[src/rtl/beam_sweep_scheduler_pkg.sv]
// Shared types for the beam sweep scheduler: beam table entry layout and FSM states.
package beam_sweep_scheduler_pkg;

  localparam int ANGLE_W = 16;

  typedef struct packed {
    logic               is_tx;
    logic [ANGLE_W-1:0] el_deg;
    logic [ANGLE_W-1:0] az_deg;
  } beam_entry_t;

  localparam int ENTRY_W = $bits(beam_entry_t);

  typedef enum logic [2:0] {
    ST_IDLE  = 3'd0,
    ST_RD    = 3'd1,
    ST_LATCH = 3'd2,
    ST_ISSUE = 3'd3,
    ST_WAIT  = 3'd4,
    ST_DWELL = 3'd5
  } sched_state_e;

endpackage

[src/rtl/beam_sweep_scheduler_ram.sv]
// Beam position table: one write port, one registered read port.
// A read and write to the same address in one cycle returns the old contents.
module beam_sweep_scheduler_ram
  import beam_sweep_scheduler_pkg::*;
#(
  parameter int DEPTH = 64,
  parameter int AW    = $clog2(DEPTH)
) (
  input  logic          clk,
  input  logic          we,
  input  logic [AW-1:0] waddr,
  input  beam_entry_t   wdata,
  input  logic [AW-1:0] raddr,
  output beam_entry_t   rdata
);

  beam_entry_t mem_r [DEPTH];

  // Table write and read-first registered read
  always_ff @(posedge clk) begin
    if (we) begin
      mem_r[waddr] <= wdata;
    end
    rdata <= mem_r[raddr];
  end

endmodule

[src/rtl/beam_sweep_scheduler.sv]
// Steps beamformer_top through a range of the beam table: load angles, pulse start,
// gather per-lane done, dwell, advance; supports looping, abort and a WAIT timeout.
module beam_sweep_scheduler
  import beam_sweep_scheduler_pkg::*;
#(
  parameter int NUM_SPI  = 8,
  parameter int DEPTH    = 64,
  parameter int TIMEOUT  = 65535,
  localparam int AW      = $clog2(DEPTH)
) (
  input  logic               clk,
  input  logic               rst,
  input  logic               cfg_we,
  input  logic [AW-1:0]      cfg_addr,
  input  logic [ENTRY_W-1:0] cfg_wdata,
  input  logic               sweep_start,
  input  logic [AW-1:0]      sweep_first,
  input  logic [AW-1:0]      sweep_last,
  input  logic               sweep_loop,
  input  logic [15:0]        dwell_cycles,
  input  logic               abort,
  output logic               bf_start,
  output logic               bf_isTX,
  output logic [ANGLE_W-1:0] bf_az_deg,
  output logic [ANGLE_W-1:0] bf_el_deg,
  input  logic [NUM_SPI-1:0] bf_busy,
  input  logic [NUM_SPI-1:0] bf_done,
  output logic               sweep_busy,
  output logic [AW-1:0]      beam_idx,
  output logic               beam_strobe,
  output logic               sweep_done,
  output logic               timeout_err
);

  localparam int            TW       = $clog2(TIMEOUT + 1);
  localparam logic [TW-1:0] TMO_LAST = TW'(TIMEOUT - 1);

  sched_state_e       state_r, state_s, adv_state_s;
  logic [AW-1:0]      idx_r, first_r, last_r, idx_next_s;
  logic               loop_r;
  logic [15:0]        dwell_r, dwell_cnt_r;
  logic [TW-1:0]      tmo_cnt_r;
  logic [NUM_SPI-1:0] mask_r, mask_s;
  logic               abort_pend_r, abort_s;
  logic               start_ok_s, last_hit_s, advance_s, tmo_hit_s, load_s;
  beam_entry_t        rd_data_s;
  logic               unused_busy_s;

  beam_sweep_scheduler_ram #(
    .DEPTH (DEPTH),
    .AW    (AW)
  ) u_table (
    .clk   (clk),
    .we    (cfg_we),
    .waddr (cfg_addr),
    .wdata (beam_entry_t'(cfg_wdata)),
    .raddr (idx_r),
    .rdata (rd_data_s)
  );

  // A pending abort acts in the same cycle it arrives as well as later
  assign start_ok_s    = (state_r == ST_IDLE) && sweep_start;
  assign abort_s       = abort | abort_pend_r;
  assign mask_s        = mask_r | bf_done;
  assign last_hit_s    = (idx_r == last_r);
  assign idx_next_s    = last_hit_s ? first_r : idx_r + AW'(1);
  assign adv_state_s   = (last_hit_s && !loop_r) ? ST_IDLE : ST_RD;
  assign load_s        = (state_r == ST_LATCH) && !abort_s;
  assign unused_busy_s = ^bf_busy;

  // Next-state logic; advance_s marks the end-of-beam index decision
  always_comb begin
    state_s   = state_r;
    advance_s = 1'b0;
    tmo_hit_s = 1'b0;
    case (state_r)
      ST_IDLE: begin
        if (sweep_start) state_s = ST_RD;
        else             state_s = ST_IDLE;
      end
      ST_RD: begin
        if (abort_s) state_s = ST_IDLE;
        else         state_s = ST_LATCH;
      end
      ST_LATCH: begin
        if (abort_s) state_s = ST_IDLE;
        else         state_s = ST_ISSUE;
      end
      ST_ISSUE: state_s = ST_WAIT;
      ST_WAIT: begin
        if (&mask_s) begin
          if (abort_s) begin
            state_s = ST_IDLE;
          end else if (dwell_r == 16'd0) begin
            advance_s = 1'b1;
            state_s   = adv_state_s;
          end else begin
            state_s = ST_DWELL;
          end
        end else if (tmo_cnt_r == TMO_LAST) begin
          tmo_hit_s = 1'b1;
          state_s   = ST_IDLE;
        end else begin
          state_s = ST_WAIT;
        end
      end
      ST_DWELL: begin
        if (abort_s) begin
          state_s = ST_IDLE;
        end else if (dwell_cnt_r == dwell_r - 16'd1) begin
          advance_s = 1'b1;
          state_s   = adv_state_s;
        end else begin
          state_s = ST_DWELL;
        end
      end
      default: state_s = ST_IDLE;
    endcase
  end

  // State register, sampled sweep config, beam index, done mask and counters
  always_ff @(posedge clk) begin
    if (rst) begin
      state_r      <= ST_IDLE;
      idx_r        <= '0;
      first_r      <= '0;
      last_r       <= '0;
      loop_r       <= 1'b0;
      dwell_r      <= 16'd0;
      dwell_cnt_r  <= 16'd0;
      tmo_cnt_r    <= '0;
      mask_r       <= '0;
      abort_pend_r <= 1'b0;
    end else begin
      state_r <= state_s;
      if (start_ok_s) begin
        idx_r   <= sweep_first;
        first_r <= sweep_first;
        last_r  <= sweep_last;
        loop_r  <= sweep_loop;
        dwell_r <= dwell_cycles;
      end else if (advance_s) begin
        idx_r <= idx_next_s;
      end
      if (state_r == ST_ISSUE) begin
        mask_r    <= '0;
        tmo_cnt_r <= '0;
      end else if (state_r == ST_WAIT) begin
        mask_r    <= mask_s;
        tmo_cnt_r <= tmo_cnt_r + TW'(1);
      end
      if (state_r == ST_DWELL) dwell_cnt_r <= dwell_cnt_r + 16'd1;
      else                     dwell_cnt_r <= 16'd0;
      // Aborts seen in IDLE (including alongside a start) are dropped
      if ((state_r == ST_IDLE) || (state_s == ST_IDLE)) abort_pend_r <= 1'b0;
      else                                               abort_pend_r <= abort_pend_r | abort;
    end
  end

  // Registered outputs toward beamformer_top and the host
  always_ff @(posedge clk) begin
    if (rst) begin
      bf_start    <= 1'b0;
      bf_isTX     <= 1'b0;
      bf_az_deg   <= '0;
      bf_el_deg   <= '0;
      sweep_busy  <= 1'b0;
      beam_idx    <= '0;
      beam_strobe <= 1'b0;
      sweep_done  <= 1'b0;
      timeout_err <= 1'b0;
    end else begin
      bf_start    <= (state_r == ST_ISSUE);
      beam_strobe <= load_s;
      if (load_s) begin
        bf_isTX   <= rd_data_s.is_tx;
        bf_az_deg <= rd_data_s.az_deg;
        bf_el_deg <= rd_data_s.el_deg;
        beam_idx  <= idx_r;
      end
      sweep_busy <= (state_s != ST_IDLE);
      sweep_done <= (state_r != ST_IDLE) && (state_s == ST_IDLE);
      if (start_ok_s)     timeout_err <= 1'b0;
      else if (tmo_hit_s) timeout_err <= 1'b1;
    end
  end

endmodule

[config.mk]
export PLATFORM = sky130hd
export DESIGN_NAME = beam_sweep_scheduler
export DESIGN_NICKNAME = d
export VERILOG_FILES = /design/src/rtl/beam_sweep_scheduler_pkg.sv /design/src/rtl/beam_sweep_scheduler_ram.sv /design/src/rtl/beam_sweep_scheduler.sv
export SDC_FILE = /design/constraint.sdc
export NUM_CORES = 2
export LEC_CHECK = 0
export CAP_MARGIN = 20
export CORE_ASPECT_RATIO = 1.25
export CORE_MARGIN = 3
export CORE_UTILIZATION = 65
export DETAILED_ROUTE_END_ITERATION = 8
export GPL_ROUTABILITY_DRIVEN = 0
export PLACE_DENSITY = 0.79
export SYNTH_ARGS = -nofsm -noshare
export SYNTH_HDL_FRONTEND = slang
export SYNTH_HIERARCHICAL = 1
export SYNTH_SLANG_ARGS = --single-unit
[constraint.sdc]
create_clock -name clk -period 10.1 [get_ports clk]
set_clock_uncertainty 0.05 [all_clocks]
set_input_delay 1.01 -clock clk [delete_from_list [all_inputs] [get_ports clk]]
set_output_delay 1.01 -clock clk [all_outputs]
set_load 0.01 [all_outputs]
==> impl_results.html <==
<table>
<tr><th>Metric</th><th>Value</th></tr>
<tr><th colspan="2">Run status</th></tr>
<tr><td>Run status</td><td>finished clean</td></tr>
<tr><th colspan="2">Logic synthesis</th></tr>
<tr><td>FFs w/ async S/R, synth</td><td>0%</td></tr>
<tr><td>Cells after synthesis</td><td>4,268</td></tr>
<tr><td>Sequential share of the synthesized area</td><td>76.9%</td></tr>
<tr><td>Post-synthesis average cell area</td><td>20.3 sq um</td></tr>
<tr><td>Mapped Nets</td><td>4,362</td></tr>
<tr><td>Yosys warnings</td><td>6</td></tr>
<tr><td>Synthesized flop and latch total</td><td>2,268</td></tr>
<tr><td>Post-Synthesis Cell Area</td><td>86,600 sq um</td></tr>
<tr><td>Dominant register cell in the synthesized netlist</td><td>sky130_fd_sc_hd__edfxtp_1</td></tr>
<tr><td>EDFF count, synth</td><td>2,112</td></tr>
<tr><td>Library cells used by synthesis</td><td>72</td></tr>
<tr><th colspan="2">STA</th></tr>
<tr><td>Remaining max-slew budget at the tightest pin</td><td>20.2%</td></tr>
<tr><td>Final critical-path required period</td><td>4.10 ns</td></tr>
<tr><td>Tightest Pin Transition</td><td>1.20 ns</td></tr>
<tr><td>Final count of hold timing violations</td><td>0</td></tr>
<tr><td>Period utilization</td><td>40.6%</td></tr>
<tr><td>Unrepaired setup endpoints after global routing</td><td>false</td></tr>
<tr><td>Final setup viols</td><td>0</td></tr>
<tr><td>TNS Setup</td><td>0 ns</td></tr>
<tr><td>Max-slew violation count</td><td>0</td></tr>
<tr><td>Highest Clock Rate</td><td>244 MHz</td></tr>
<tr><th colspan="2">Placement</th></tr>
<tr><td>Placed wire-length estimate after detailed placement</td><td>112,000 um</td></tr>
<tr><td>Placed insts</td><td>5,994</td></tr>
<tr><td>Port bufs</td><td>124</td></tr>
<tr><th colspan="2">Clock network</th></tr>
<tr><td>Clk buf depth</td><td>3</td></tr>
<tr><td>Cts repair resizes</td><td>0</td></tr>
<tr><td>Hold Buf Count CTS</td><td>0</td></tr>
<tr><td>Clock root buffer master</td><td>sky130_fd_sc_hd__clkbuf_16</td></tr>
<tr><td>Clock buffers created by TritonCTS</td><td>197</td></tr>
<tr><td>Post-CTS setup buffer count</td><td>0</td></tr>
<tr><td>Sinks on the clock net</td><td>2,268</td></tr>
<tr><td>CTS tree</td><td>built</td></tr>
<tr><td>Clk slew on worst S/H paths</td><td>0.07 ns</td></tr>
<tr><td>CTS HTree Levels</td><td>4</td></tr>
<tr><td>Worst-skew pair later-pin latency</td><td>0.85 ns</td></tr>
<tr><th colspan="2">Setup path</th></tr>
<tr><td>R2r startpoint</td><td>idx_r[0]</td></tr>
<tr><td>Worst setup path startpoint</td><td>idx_r[0]</td></tr>
<tr><td>Critical path start-end classification</td><td>reg -&gt; reg</td></tr>
<tr><td>Required time worst endpoint</td><td>10.81 ns</td></tr>
<tr><td>Critical path fanouts, max</td><td>101</td></tr>
<tr><td>Endpoint kind of the worst setup timing path</td><td>register</td></tr>
<tr><td>Buf/Inv on CP</td><td>2</td></tr>
<tr><td>Startpoint types</td><td>register</td></tr>
<tr><td>CP delay by family, top</td><td>buffers and inverters</td></tr>
<tr><td>Crit. path cell count</td><td>6</td></tr>
<tr><td>Slowest cell on crit path</td><td>sky130_fd_sc_hd__o21ai_0</td></tr>
<tr><td>Crit path cell chain</td><td>buf_12 &gt; buf_4 &gt; mux4_2 &gt; o221ai_1 &gt; o21ai_0 &gt; o221a_1</td></tr>
<tr><td>Critical path data arrival time</td><td>4.81 ns</td></tr>
<tr><td>Crit path largest cell delay</td><td>0.92 ns</td></tr>
<tr><td>Worst r2r path cells</td><td>6</td></tr>
<tr><td>Setup slack on the worst flop-to-flop path</td><td>6.00 ns</td></tr>
<tr><th colspan="2">Final layout</th></tr>
<tr><td>Layout cells sized above 1</td><td>23.0%</td></tr>
<tr><td>Most common library cell in the layout ignoring fill and taps</td><td>sky130_fd_sc_hd__edfxtp_1</td></tr>
<tr><td>Most frequent cells in the layout</td><td>sky130_fd_sc_hd__edfxtp_1 (2,112), sky130_fd_sc_hd__mux4_2 (485), sky130_fd_sc_hd__nand2_1 (261)</td></tr>
<tr><td>Layout Nets</td><td>4,580</td></tr>
<tr><td>Area growth from synthesis to layout</td><td>12.5%</td></tr>
<tr><td>Post-route insts no fill</td><td>6,403</td></tr>
<tr><td>Number of filler instances in the final layout</td><td>6,928</td></tr>
<tr><th colspan="2">Min path</th></tr>
<tr><td>Hold path startpoint</td><td>u_table/rdata[24]</td></tr>
<tr><td>Class of the worst hold path</td><td>reg -&gt; reg</td></tr>
<tr><td>Worst hold path stage count</td><td>2</td></tr>
<tr><th colspan="2">Global route</th></tr>
<tr><td>Global-route wire length before repair</td><td>322,000 um</td></tr>
<tr><td>Total global-route track usage</td><td>33.0%</td></tr>
<tr><td>Aggregate global routing overflow</td><td>0</td></tr>
<tr><td>Via count of the first global-routing pass</td><td>46,600</td></tr>
<tr><td>Number of antenna violations at the first check in global routing</td><td>6</td></tr>
<tr><td>Largest net degree at the start of global routing</td><td>132</td></tr>
<tr><th colspan="2">Routing</th></tr>
<tr><td>Number of nets still failing antenna checks after routing</td><td>0</td></tr>
<tr><td>Final wirelength</td><td>224,000 um</td></tr>
<tr><td>DRC violations left</td><td>0</td></tr>
<tr><td>Router iterations before antenna repair</td><td>6</td></tr>
<tr><td>Routed wirelength normalized by instance count</td><td>35.0 um</td></tr>
<tr><td>Number of vias after detailed routing</td><td>45,700</td></tr>
<tr><td>Via density</td><td>7.14</td></tr>
<tr><td>Detailed router's first-iteration violation count</td><td>6,580</td></tr>
<tr><th colspan="2">Floorplanning</th></tr>
<tr><td>Starting utilization of the core area</td><td>65.5%</td></tr>
<tr><td>Total core area</td><td>132,000 sq um</td></tr>
<tr><td>Num rows</td><td>149</td></tr>
<tr><td>Chip Width</td><td>332 um</td></tr>
<tr><td>Io pins</td><td>133</td></tr>
<tr><td>Die span in y</td><td>414 um</td></tr>
<tr><td>Total die area</td><td>138,000 sq um</td></tr>
<tr><th colspan="2">Power</th></tr>
<tr><td>Maximum VDD drop</td><td>0.198 mV</td></tr>
<tr><td>Pwr dens</td><td>206 nW/um^2</td></tr>
<tr><td>Total net switching power</td><td>4.55 mW</td></tr>
<tr><td>Leakage power of the design</td><td>30.0 nW</td></tr>
<tr><td>Clock network fraction of total power</td><td>39.4%</td></tr>
<tr><td>Switching part of the total</td><td>22.7%</td></tr>
<tr><td>Proportion of power drawn by combinational gates</td><td>8.4%</td></tr>
<tr><td>Internal power consumption</td><td>15.5 mW</td></tr>
<tr><td>Sequential cell fraction of total power</td><td>52.2%</td></tr>
<tr><th colspan="2">Job</th></tr>
<tr><td>Maximum Capacitance Violations</td><td>0</td></tr>
</table>
==> cells in the mapped netlist (all sizes together) (2+ instances only) <==
library cell | n | area share, %
a211o | 9 | 0.091
a211oi | 36 | 0.38
a21oi | 101 | 0.58
a221oi | 10 | 0.10
a22oi | 77 | 0.67
a311oi | 3 | 0.030
a31oi | 9 | 0.065
and2 | 14 | 0.10
and3 | 24 | 0.17
and4 | 3 | 0.030
and4b | 4 | 0.046
buf | 124 | 1.0
clkbuf | 118 | 0.51
dfxtp | 156 | 3.6
edfxtp | 2112 | 73
ha | 5 | 0.072
inv | 13 | 0.056
mux2 | 7 | 0.091
mux2i | 99 | 1.1
mux4 | 485 | 13
nand2 | 261 | 1.1
nand2b | 6 | 0.043
nand3 | 106 | 0.61
nand3b | 3 | 0.026
nand4 | 47 | 0.35
nand4b | 3 | 0.030
nor2 | 129 | 0.56
nor2b | 26 | 0.19
nor3 | 19 | 0.11
nor4 | 8 | 0.065
nor4b | 2 | 0.020
o211ai | 10 | 0.087
o21ai | 22 | 0.13
o221a | 8 | 0.10
o221ai | 46 | 0.47
o22ai | 64 | 0.46
o311a | 2 | 0.023
o31ai | 3 | 0.026
o41ai | 2 | 0.020
or2 | 2 | 0.014
or3 | 13 | 0.094
or3b | 5 | 0.051
or4 | 3 | 0.030
xnor2 | 22 | 0.22
xor2 | 33 | 0.33
==> layer usage <==
layer  GRT usage (%)  share of wire [%]  up-vias
li1                -                  -    18100
met1            41.9                 33    23400
met2            53.7                 50     3475
met3            6.77                 11      721
met4            19.6                6.1        0
met5               0                  0        -
==> worst paths after layout <==
| kind | to |
|---|---|
| max | u_table/rdata[1] |
| min | bf_el_deg[8] |
| max reg2reg | u_table/rdata[1] |
| min reg2reg | bf_el_deg[8] |
==> power groups by stage <==
stage | Sequential (mW) | Clock (mW) | Combinational, mW
2_1_floorplan | 10.6 | 0 | 1.08
3_3_place_gp | 10.7 | 0 | 1.56
3_5_place_dp | 10.7 | 0 | 1.60
4_1_cts | 10.5 | 7.96 | 1.64
5_1_grt | 10.5 | 8.29 | 1.75
6_report | 10.5 | 7.90 | 1.68
==> cell type report <==
| cell class | instances | area, sq um | area share [%] |
|---|---|---|---|
| multi-input cells | 1744 | 19100 | 19.7 |
| well taps | 1736 | 2170 | 2.23 |
| clock buffers | 249 | 5340 | 5.48 |
| clock inverters | 123 | 1510 | 1.55 |
| repair buffers | 261 | 2550 | 2.62 |
| diodes | 8 | 20.0 | 0.0206 |
| inverters | 14 | 52.6 | 0.0540 |
| flip-flops and latches | 2268 | 66600 | 68.4 |
==> registers in the layout, summed over array words and instances, names as in the netlist, 6 cells and up <==
register	count
last_r	6
idx_r	6
tmo_cnt_r	16
dwell_cnt_r	16
u_table/mem_r	2112
dwell_r	16
beam_idx	6
mask_r	8
bf_az_deg	16
u_table/rdata	33
first_r	6
bf_el_deg	16
==> cells by family (layout without fill, tap and decap cells) <==
logic type,after synthesis,count (layout),synth area share (%)
DFF,2268,2268,76.9
and+or+nand+nor,680,680,3.69
muxes,591,591,13.9
AOI/OAI and AO/OA,413,413,3.35
buffers and inverters,256,647,1.60
xor gates and xnor gates,55,55,0.557
adders and majority gates,5,5,0.0723
other,0,8,0
==> worst register-to-register path, cell delays in order, from the launching register on <==
cell and delay, ns:
sky130_fd_sc_hd__dfxtp_4 0.59, sky130_fd_sc_hd__buf_12 0.63, sky130_fd_sc_hd__buf_4 0.96, sky130_fd_sc_hd__mux4_2 0.41, sky130_fd_sc_hd__o221ai_1 0.12, sky130_fd_sc_hd__o21ai_0 0.92
sky130_fd_sc_hd__o221a_1 0.35
==> metrics by stage <==
step | hold slack [ns] | setup slack [ns] | power, mW | utilization [%] | instance area, sq um
CTS | 0.387 | 5.98 | 20.1 | 73.2 | 96700
global route | 0.369 | 5.88 | 20.5 | 73.6 | 97300
floorplan | 0.367 | 5.81 | 11.7 | - | 86600
finish | 0.384 | 6.00 | 20.0 | 73.6 | 97300
detailed placement | 0.385 | 5.75 | 12.3 | 68.0 | 89900
global placement | 0.376 | 5.79 | 12.2 | 68.0 | 89900
Note: power is estimated with default switching activity, not from simulation.
